--- src/rtl/bcd_pkg.sv ---
// Shared BCD definitions: digit codes, FSM encoding and sizing helpers.
// Used by the binary-to-BCD converter and the display multiplexer.
package bcd_pkg;

    localparam int          BCD_DIGIT_W = 4;
    localparam logic [3:0]  BCD_BLANK   = 4'hF;
    localparam logic [3:0]  BCD_NINE    = 4'h9;

    typedef enum logic [1:0] {
        IDLE  = 2'd0,
        SHIFT = 2'd1,
        DONE  = 2'd2
    } bcd_state_t;

    // ceil(log2(n)); 0 for n <= 1
    function automatic int clogb2(input int n);
        int r;
        int v;
        r = 0;
        v = n - 1;
        while (v > 0) begin
            r++;
            v = v >> 1;
        end
        return r;
    endfunction

    function automatic logic [63:0] pow10(input int n);
        logic [63:0] r;
        r = 64'd1;
        for (int i = 0; i < n; i++) begin
            r = r * 64'd10;
        end
        return r;
    endfunction

endpackage

--- src/rtl/bcd_add3.sv ---
// One double-dabble digit cell: a digit of 5 or more gets 3 added
// so that the following left shift carries correctly into the next digit.
module bcd_add3
    import bcd_pkg::*;
(
    input  logic [BCD_DIGIT_W-1:0] d,
    output logic [BCD_DIGIT_W-1:0] q
);

    // correct the digit ahead of the shift
    always_comb begin
        q = d;
        if (d >= 4'd5) begin
            q = d + 4'd3;
        end
    end

endmodule

--- src/rtl/bin2bcd_dd.sv ---
// Sequential binary-to-BCD converter (shift-and-add-3, one bit per clock).
// Optional leading-zero blanking when BIN2BCD_BLANK_EN is defined.
module bin2bcd_dd
    import bcd_pkg::*;
#(
    parameter int BIN_WIDTH = 14,
    parameter int DIGITS    = 4
) (
    input  logic                            i_clk,
    input  logic                            i_rst,
    input  logic                            i_start,
    input  logic [BIN_WIDTH-1:0]            i_bin,
    output logic [DIGITS*BCD_DIGIT_W-1:0]   o_bcd_data,
    output logic                            o_busy,
    output logic                            o_done,
    output logic                            o_overflow
);

    localparam int S     = DIGITS * BCD_DIGIT_W;
    localparam int CLOG  = clogb2(BIN_WIDTH);
    localparam int CNT_W = (CLOG < 1) ? 1 : CLOG;
    localparam logic [63:0] MAX_VAL = pow10(DIGITS) - 64'd1;

    bcd_state_t          state_q;
    bcd_state_t          state_d;
    logic [BIN_WIDTH-1:0] sh_q;
    logic [S-1:0]        scr_q;
    logic [S-1:0]        scr_adj;
    logic [S-1:0]        res;
    logic [CNT_W-1:0]    cnt_q;
    logic                ovf_q;
    logic                over;

    assign over   = 64'(i_bin) > MAX_VAL;
    assign o_busy = (state_q != IDLE);

    for (genvar g = 0; g < DIGITS; g++) begin : g_add3
        bcd_add3 u_add3 (
            .d (scr_q[g*BCD_DIGIT_W +: BCD_DIGIT_W]),
            .q (scr_adj[g*BCD_DIGIT_W +: BCD_DIGIT_W])
        );
    end

`ifdef BIN2BCD_BLANK_EN
    function automatic logic [S-1:0] blank(input logic [S-1:0] v);
        logic [S-1:0] r;
        logic         lead;
        r    = v;
        lead = 1'b1;
        for (int i = DIGITS - 1; i >= 1; i--) begin
            if (lead && (v[i*BCD_DIGIT_W +: BCD_DIGIT_W] == 4'd0)) begin
                r[i*BCD_DIGIT_W +: BCD_DIGIT_W] = BCD_BLANK;
            end else begin
                lead = 1'b0;
            end
        end
        return r;
    endfunction
`endif

    // final value presented at DONE: saturated, blanked or plain
    always_comb begin
        res = scr_q;
        if (ovf_q) begin
            res = {DIGITS{BCD_NINE}};
        end else begin
`ifdef BIN2BCD_BLANK_EN
            res = blank(scr_q);
`else
            res = scr_q;
`endif
        end
    end

    // state register
    always_ff @(posedge i_clk or negedge i_rst) begin
        if (!i_rst) begin
            state_q <= IDLE;
        end else begin
            state_q <= state_d;
        end
    end

    // next-state logic
    always_comb begin
        state_d = state_q;
        unique case (state_q)
            IDLE: begin
                if (i_start) begin
                    state_d = SHIFT;
                end
            end
            SHIFT: begin
                if (cnt_q == '0) begin
                    state_d = DONE;
                end
            end
            DONE: begin
                state_d = IDLE;
            end
            default: begin
                state_d = IDLE;
            end
        endcase
    end

    // capture, add-3 then shift, bit counter
    always_ff @(posedge i_clk or negedge i_rst) begin
        if (!i_rst) begin
            sh_q  <= '0;
            scr_q <= '0;
            cnt_q <= '0;
            ovf_q <= 1'b0;
        end else begin
            if (state_q == IDLE && i_start) begin
                sh_q  <= i_bin;
                scr_q <= '0;
                cnt_q <= CNT_W'(BIN_WIDTH - 1);
                ovf_q <= over;
            end else if (state_q == SHIFT) begin
                scr_q <= (scr_adj << 1) | S'(sh_q[BIN_WIDTH-1]);
                sh_q  <= sh_q << 1;
                if (cnt_q != '0) begin
                    cnt_q <= cnt_q - CNT_W'(1);
                end
            end
        end
    end

    // result register only moves on leaving DONE
    always_ff @(posedge i_clk or negedge i_rst) begin
        if (!i_rst) begin
            o_bcd_data <= '0;
            o_done     <= 1'b0;
            o_overflow <= 1'b0;
        end else begin
            o_done <= 1'b0;
            if (state_q == DONE) begin
                o_bcd_data <= res;
                o_done     <= 1'b1;
                o_overflow <= ovf_q;
            end
        end
    end

endmodule
--- config.mk ---
export PLATFORM = sky130hd
export DESIGN_NAME = bin2bcd_dd
export DESIGN_NICKNAME = d
export VERILOG_FILES = /design/src/rtl/bcd_pkg.sv /design/src/rtl/bcd_add3.sv /design/src/rtl/bin2bcd_dd.sv
export SDC_FILE = /design/constraint.sdc
export NUM_CORES = 1
export LEC_CHECK = 0
export BUFFER_PORTS_ARGS = -buffer_cell sky130_fd_sc_hd__buf_2
export CAP_MARGIN = 20
export CORE_ASPECT_RATIO = 1.5
export CORE_MARGIN = 8
export CORE_UTILIZATION = 60
export DETAILED_ROUTE_END_ITERATION = 10
export GPL_TIMING_DRIVEN = 1
export PLACE_DENSITY = 0.83
export RECOVER_POWER = 25
export SLEW_MARGIN = 20
export SYNTH_ARGS = -nofsm -noshare
export SYNTH_HDL_FRONTEND = slang
export SYNTH_SLANG_ARGS = --single-unit
--- constraint.sdc ---
create_clock -name i_clk -period 4 [get_ports i_clk]
set_clock_uncertainty 0.1 [all_clocks]
set_input_delay 0.4 -clock i_clk [delete_from_list [all_inputs] [get_ports i_clk]]
set_output_delay 0.4 -clock i_clk [all_outputs]
set_load 0.02 [all_outputs]
==> flow_summary.toml, run 1 <==
[global_route]
antenna_found_initial = 0
grt_pass1_vias = 1988
grt_usage = 0.154
grt_pass1_wl_um = 8580
grt_max_degree = 56
overflow = 0

[run]
drv_cap = 0

[logic_synthesis]
synth_seq_cells = 55
synthCells = 261
yosys_warnings = 0
ys_types = 30
yosysSeqAreaShare = 0.533
syn_area_um2 = 2580
syn-num-nets = 287
avgSynthCellArea_um2 = 9.88

[critical_path]
crit_path_cell_trace = "nor3b_2, nor2_1, nand2_1, nand2_1"
crit_type = "flip-flop to flip-flop"
reg2reg_depth = 4
r2r_end = "sh_q[3]"
cp_data_required_time_ns = 4.09
cpMostUsedCell = "nand2_1"
slowest_stage = "nor3b_2"
rrSetupSlack_ns = 1.90
path_max_fanout = 17
critPathMaxStageDelay_ns = 0.81
critPathArrivalTime_ns = 2.20
critPathLaunchType = "flip-flop"
worstReg2RegStart = "state_q[1]"
end_kind = "flip-flop"

[placement]
dp_worst_setup_slack_ns = 1.89
gp_congestion = 0.802
hpwl_um = 3430
place.port_buffers = 35
placed_cells = 328

[timing]
period_needed_ns = 2.10
relSlewSlack = 0.318
rsz0062_at_grt = "false"
period_share = 0.525
tightest_slew_ns = 1.02
setup_tns_ns = 0
setup_violations = 0
fin_ws_ns = 1.90
fmax_ghz = 0.476
hold_viol_final = 0
maxSlewViolCount = 0

[clock_network]
cts_setup_buffers = 0
cts_root_buf = "clkbuf_8"
cts.sinks = 55
cts_hold_buf = 0
ctsResizeCount = 0
clock_insertion_delay_worst_skew_ns = 0.31
h-tree-depth = 2
tritoncts = "done"
clkTransAtPathRegs_ns = 0.10
clk_path_buf_depth = 2
numCtsBuffers = 5

[finish]
layout_commonest_cell = "dfrtp_1"
diodes = 0
fillers = 333
multi_input_area_um2 = 1080
fin_util = 0.680
mostFrequentLayoutCells = "dfrtp_1 (55), nand2_1 (50), buf_2 (35), o21ai_0 (24), nand3_1 (14)"
syn_to_final_growth_pct = 10.0
stdcell_count = 336
register_area_um2 = 1380
fin_nets = 315
drive_above_1_share = 0.179

[die]
die-area_um2 = 6700
die_w_um = 69.5
start_util = 0.618
core-area_um2 = 4170
die_h_um = 96.3
num_rows = 29
io_pins = 36

[power_and_ir_drop]
peakVddDrop_v = 0.000523
power_density_nw_per_um2 = 825
leakage_nw = 1.39

[route]
drc = 0
ant_nets = 0
first_pass_iters = 4
wirelength_um = 4880
vias_per_cell = 5.74
drtIter0Drc = 85
dr_total_vias = 1927
wl_per_cell_um = 14.5

[min_path]
hold_path_class = "primary input to asynchronous set/reset pin"

[status]
status = "finished clean"
==> final cells by class <==
cell class                 count  share of cell area
tap                           46              0.0203
clock buffer                   5              0.0242
multi-input combinational    179               0.381
inverter                      11              0.0145
timing repair buffer          37              0.0670
clock inverter                 3             0.00793
sequential                    55               0.485
==> layer usage <==
layer  global-route usage  wire (um)  vias up
li1                     -          -      950
met1                0.152       1990      923
met2                0.291       2520       47
met3               0.0506        291        7
met4               0.0583         84        0
met5                    0          0        -
==> per-stage QoR <==
stage	cell area [um2]	total power, mW	hold slack, ns
global placement	2750	1.99	0.354
detailed placement	2750	2.05	0.363
finish	2840	2.34	0.0928
CTS	2840	2.36	0.119
floorplan	2580	1.78	0.00441
global route	2840	2.54	0.159
==> where the power goes <==
part / total (mW) / switching (mW) / internal, mW
clock: 0.310 / 0.185 / 0.126
combinational: 1.02 / 0.598 / 0.426
sequential: 1.01 / 0.201 / 0.806
==> worst max-delay path, delay by kind of cell, from the launching register on <==
kind	cells	cell delay (ns)
DFF	1	0.43
and+or+nand+nor	4	1.46
==> flip-flops by register name, indices dropped and copies added, names as in the netlist <==
register / flops
o_overflow: 1
ovf_q: 1
state_q: 2
sh_q: 14
o_done: 1
o_bcd_data: 16
cnt_q: 4
scr_q: 16
==> cell families after synthesis <==
| family | Yosys count | synth area share |
|---|---|---|
| compound gates | 58 | 0.147 |
| xor+xnor | 8 | 0.0272 |
| fa+ha+maj | 9 | 0.0436 |
| buf+inv | 27 | 0.0470 |
| flops | 55 | 0.533 |
| mux | 5 | 0.0213 |
| simple gates | 99 | 0.180 |
==> cell usage after synthesis <==
library cell | n | area share
nand2_1 | 50 | 0.073
buf_6 | 1 | 0.0044
clkbuf_1 | 5 | 0.0073
xnor2_1 | 4 | 0.014
nor3b_2 | 1 | 0.0048
inv_1 | 11 | 0.016
and3_1 | 2 | 0.0048
nand2b_1 | 9 | 0.022
nand3_1 | 14 | 0.027
xor2_1 | 4 | 0.014
or3b_1 | 2 | 0.0068
nor3_1 | 4 | 0.0078
dfrtp_1 | 55 | 0.53
mux2i_1 | 1 | 0.0039
a22oi_1 | 12 | 0.035
o21ai_0 | 24 | 0.047
ha_1 | 9 | 0.044
a311o_1 | 2 | 0.0078
or2_2 | 1 | 0.0024
buf_2 | 10 | 0.019
a21oi_1 | 4 | 0.0078
nor4_1 | 1 | 0.0024
nand2_4 | 1 | 0.0044
or2b_1 | 1 | 0.0029
nor2b_1 | 1 | 0.0024
o31ai_1 | 12 | 0.035
a32o_1 | 4 | 0.016
nor2_1 | 11 | 0.016
mux2_2 | 4 | 0.017
nand4b_1 | 1 | 0.0034
==> worst max path at each step <==
| stage | start | endpoint | slack, ns |
|---|---|---|---|
| 2_1_floorplan | cnt_q[0] | cnt_q[0] | 2.38 |
| 3_3_place_gp | i_start | sh_q[7] | 1.93 |
| 3_5_place_dp | i_start | sh_q[5] | 1.89 |
| 4_1_cts | state_q[1] | sh_q[3] | 1.90 |
| 5_1_grt | state_q[1] | sh_q[3] | 1.66 |
| 6_report | state_q[1] | sh_q[3] | 1.90 |
Power figures use the tool's default switching activity.
==> inputs of run 2 (changes only) <==
Settings changed: CORE_UTILIZATION 60 to 51, PLACE_DENSITY 0.83 to 0.75.
Clock period 4 ns to 1.7 ns, I/O delays scaled along.
==> flow_summary.toml, run 2 (synthesis gave the netlist of run 1 again) <==
[status]
status = "finished clean"

[clock_network]
clk_path_buf_depth = 2
numCtsBuffers = 5
cts.sinks = 55
cts_setup_buffers = 0
clock_insertion_delay_worst_skew_ns = 0.30
clkTransAtPathRegs_ns = 0.09
h-tree-depth = 2
tritoncts = "done"
cts_root_buf = "clkbuf_8"

[timing]
setup_violations = 0
relSlewSlack = 0.513
setup_tns_ns = 0
period_needed_ns = 1.65
fmax_ghz = 0.605
fin_ws_ns = 0.0468
period_share = 0.972
finalHoldWorstSlack_ns = 0.00312
hold_viol_final = 0
maxSlewViolCount = 0
tightest_slew_ns = 0.731

[global_route]
grt_pass1_wl_um = 8910
grt_max_degree = 56
antenna_found_initial = 0
overflow = 0
grt_pass1_vias = 2060
grt_usage = 0.147

[min_path]
hold_end = "sh_q[13]"
hp-start = "i_bin[13]"
hold_path_class = "primary input to flip-flop"
holdPathStages = 3

[finish]
fillers = 417
fin_nets = 344
syn_to_final_growth_pct = 22.1
stdcell_count = 384
design_area_um2 = 3150
fin_util = 0.650
diodes = 0
multi_input_area_um2 = 1120
register_area_um2 = 1380
reg_top3 = "o_bcd_data: 16 flops, scr_q: 16 flops, sh_q: 14 flops"
layout_commonest_cell = "dfrtp_1"
drive_above_1_share = 0.264
mostFrequentLayoutCells = "dfrtp_1 (55), nand2_1 (48), buf_2 (35), o21ai_0 (23), buf_4 (18)"

[critical_path]
path_max_fanout = 3
critPathMaxStageDelay_ns = 0.41
path_buf_inv = 1
cp_data_required_time_ns = 1.79
end_kind = "flip-flop"
critPathLaunchType = "flip-flop"
slowest_stage = "or3b_4"
rrSetupSlack_ns = 0.05
reg2reg_depth = 6
crit_family = "simple AND/OR/NAND/NOR gates"
r2r_end = "cnt_q[0]"
worstReg2RegStart = "cnt_q[0]"
crit_type = "flip-flop to flip-flop"
critPathArrivalTime_ns = 1.74
crit_path_cell_trace = "inv_2, ha_2, or3b_4, nand2_4, nand2_2, mux2_4"

[placement]
gp_congestion = 0.764
placed_cells = 365
dp_worst_setup_slack_ns = 0.00968
place_area_um2 = 2910
hpwl_um = 3550
place.port_buffers = 35

[die]
num_rows = 31
die_h_um = 103
core-area_um2 = 4850
die-area_um2 = 7640
start_util = 0.532
io_pins = 36
die_w_um = 74.1

[route]
drtIter0Drc = 100
dr_total_vias = 2002
wirelength_um = 5040
wl_per_cell_um = 13.1
first_pass_iters = 4
ant_nets = 0
vias_per_cell = 5.21
drc = 0

[power_and_ir_drop]
leakage_nw = 1.52
power_mw = 5.90
power_density_nw_per_um2 = 1870
peakVddDrop_v = 0.000839

[run]
drv_cap = 0
## run 2: cell types whose count changed in the layout (fill, tap and decap cells not counted), moves of 2 or more
cell | before | now
dlygate4sd3_1 | 0 | 12
a21oi_2 | 0 | 4
inv_1 | 11 | 6
buf_4 | 2 | 18
inv_2 | 0 | 5
ha_2 | 0 | 4
nand2_1 | 50 | 48
ha_1 | 9 | 5
a21oi_1 | 4 | 0
## run 2: cell type report
cell class                      instances  share of cell area
Inverter                               11              0.0131
Clock inverter                          1             0.00159
Tap cell                               66              0.0262
Timing Repair Buffer                   66               0.139
Multi-Input combinational cell        179               0.357
Sequential cell                        55               0.437
Clock buffer                            6              0.0262
## run 2: worst min-delay path: stages
cell	delay, ns
buf_2	0.08
nand2_1	0.05
o21ai_0	0.07
## run 2: worst max-delay path by stage
stage	from	to	slack, ns	cells after the start
2_1_floorplan	cnt_q[0]	cnt_q[0]	0.08	6
3_3_place_gp	scr_q[12]	scr_q[14]	0.07	6
3_5_place_dp	cnt_q[0]	cnt_q[0]	0.01	6
4_1_cts	cnt_q[0]	cnt_q[0]	0.008	6
5_1_grt	cnt_q[1]	cnt_q[0]	-0.01	6
6_report	cnt_q[0]	cnt_q[0]	0.05	6
## run 2: what timing repair did
item / in CTS / in global routing
hold endpoints to repair: 66 / 0
gates resized for setup: 1 / 18
setup endpoints to repair: 1 / 9
pin swaps: 0 / 3
hold buffers: 12 / 0
## run 2: per-layer routing
| metal | track usage | wire length (um) | share of wire | vias up |
|---|---|---|---|---|
| met5 | 0 | 0 | 0 | - |
| li1 | - | - | - | 1010 |
| met2 | 0.258 | 2510 | 0.50 | 35 |
| met4 | 0.0526 | 71 | 0.014 | 0 |
| met1 | 0.169 | 2220 | 0.44 | 951 |
| met3 | 0.0302 | 239 | 0.047 | 6 |
## run 2: where the power goes
group	leakage [nW]	switching, mW	internal [mW]
clock network	0.0470	0.395	0.321
logic	0.789	1.51	1.30
registers	0.688	0.474	1.90
total	1.52	2.38	3.51
==> inputs of run 3 (changes only) <==
Settings changed: CORE_UTILIZATION 51 to 45, PLACE_DENSITY 0.75 to 0.68.
==> flow_summary.toml, run 3 (synthesis gave the netlist of run 1 again) <==
[timing]
maxSlewViolCount = 0
fin_ws_ns = 0.0631
fmax_ghz = 0.611
finalHoldWorstSlack_ns = 0.00559
period_needed_ns = 1.64
relSlewSlack = 0.503
tightest_slew_ns = 0.746
period_share = 0.963
hold_viol_final = 0
setup_violations = 0

[critical_path]
slowest_stage = "dfrtp_1"
end_kind = "flip-flop"
critPathLaunchType = "flip-flop"
crit_type = "flip-flop to flip-flop"
crit_path_cell_trace = "inv_1, ha_4, or3b_4, nand2_2, nand2_1, mux2_4"
cp_data_required_time_ns = 1.79
critPathArrivalTime_ns = 1.73
path_max_fanout = 3
critPathMaxStageDelay_ns = 0.40

[clock_network]
cts.sinks = 55
tritoncts = "done"
h-tree-depth = 2
clk_path_buf_depth = 2
clkTransAtPathRegs_ns = 0.09
clock_insertion_delay_worst_skew_ns = 0.30
cts_root_buf = "clkbuf_8"
numCtsBuffers = 5

[global_route]
overflow = 0
grt_usage = 0.133
grt_pass1_vias = 2134
grt_pass1_wl_um = 9330
antenna_found_initial = 0
grt_max_degree = 56

[die]
num_rows = 34
io_pins = 36
start_util = 0.456
die_w_um = 77.8
die_h_um = 109
core-area_um2 = 5660
die-area_um2 = 8460

[finish]
fin_nets = 346
syn_to_final_growth_pct = 24.2
fin_util = 0.567
register_area_um2 = 1380
multi_input_area_um2 = 1130
layout_commonest_cell = "dfrtp_1"
stdcell_count = 392
design_area_um2 = 3210
mostFrequentLayoutCells = "dfrtp_1 (54), nand2_1 (49), buf_2 (35), o21ai_0 (23), buf_4 (19)"
diodes = 0
drive_above_1_share = 0.256
fillers = 531
reg_top3 = "o_bcd_data: 16 flops, scr_q: 16 flops, sh_q: 14 flops"

[route]
vias_per_cell = 5.18
drtIter0Drc = 101
ant_nets = 0
drc = 0
wl_per_cell_um = 13.6
first_pass_iters = 4
wirelength_um = 5330
dr_total_vias = 2030

[placement]
place_area_um2 = 2950
dp_worst_setup_slack_ns = 0.0219
gp_congestion = 0.765
placed_cells = 373
hpwl_um = 3780
place.port_buffers = 35

[run]
drv_cap = 0

[min_path]
hold_path_class = "primary input to flip-flop"

[power_and_ir_drop]
leakage_nw = 1.54
power_density_nw_per_um2 = 1890
peakVddDrop_v = 0.000669

[status]
status = "finished clean"
[run 3: where the power goes]
part	switching, mW	internal, mW
Clock	0.401	0.432
Combinational	1.52	1.35
Sequential	0.471	1.90
[run 3: worst paths after layout]
path | end | slack, ns | start | cells after the start
max reg2reg | cnt_q[0] | 0.06 | cnt_q[1] | 6
max in group asynchronous | scr_q[8] | 0.50 | i_rst | 3
max | cnt_q[0] | 0.06 | cnt_q[1] | 6
min reg2reg | o_bcd_data[7] | 0.38 | o_bcd_data[7] | 2
min | sh_q[3] | 0.006 | i_bin[3] | 3
min in group asynchronous | o_done | 0.45 | i_rst | 3
[run 3: per-stage QoR]
stage          total power, mW  setup TNS [ns]
6_report                  6.07               0
5_1_grt                   6.64         -0.0342
4_1_cts                   6.01               0
3_5_place_dp              5.15               0
3_3_place_gp              5.05               0
2_1_floorplan             4.20               0
[run 3: metal layers]
metal | share of wire | vias to the layer above | GRT usage
li1 | - | 1016 | -
met1 | 0.43 | 970 | 0.147
met2 | 0.51 | 40 | 0.237
met3 | 0.048 | 4 | 0.0371
met4 | 0.011 | 0 | 0.0447
met5 | 0 | - | 0
[run 3: final cells by class]
| cell class | instances | area share |
|---|---|---|
| multi-input cells | 179 | 0.352 |
| flip-flops and latches | 55 | 0.430 |
| clock buffers | 6 | 0.0226 |
| inverters | 11 | 0.0129 |
| clock inverters | 1 | 0.00937 |
| repair buffers | 68 | 0.145 |
| well taps | 72 | 0.0281 |
[run 3: what timing repair did]
| action | in CTS | in global routing |
|---|---|---|
| hold buffers | 12 | 0 |
| setup endpoints to repair | 0 | 13 |
| gates resized for setup | 0 | 16 |
| endpoints found under the hold margin | 66 | 0 |
| setup buffers | 0 | 0 |
[run 3: worst max-delay path, delay by kind of cell, from the launching register on]
family,cells,cell delay (ns)
buf+inv,1,0.11
simple gates,3,0.52
mux,1,0.26
fa+ha+maj,1,0.14
flops,1,0.40
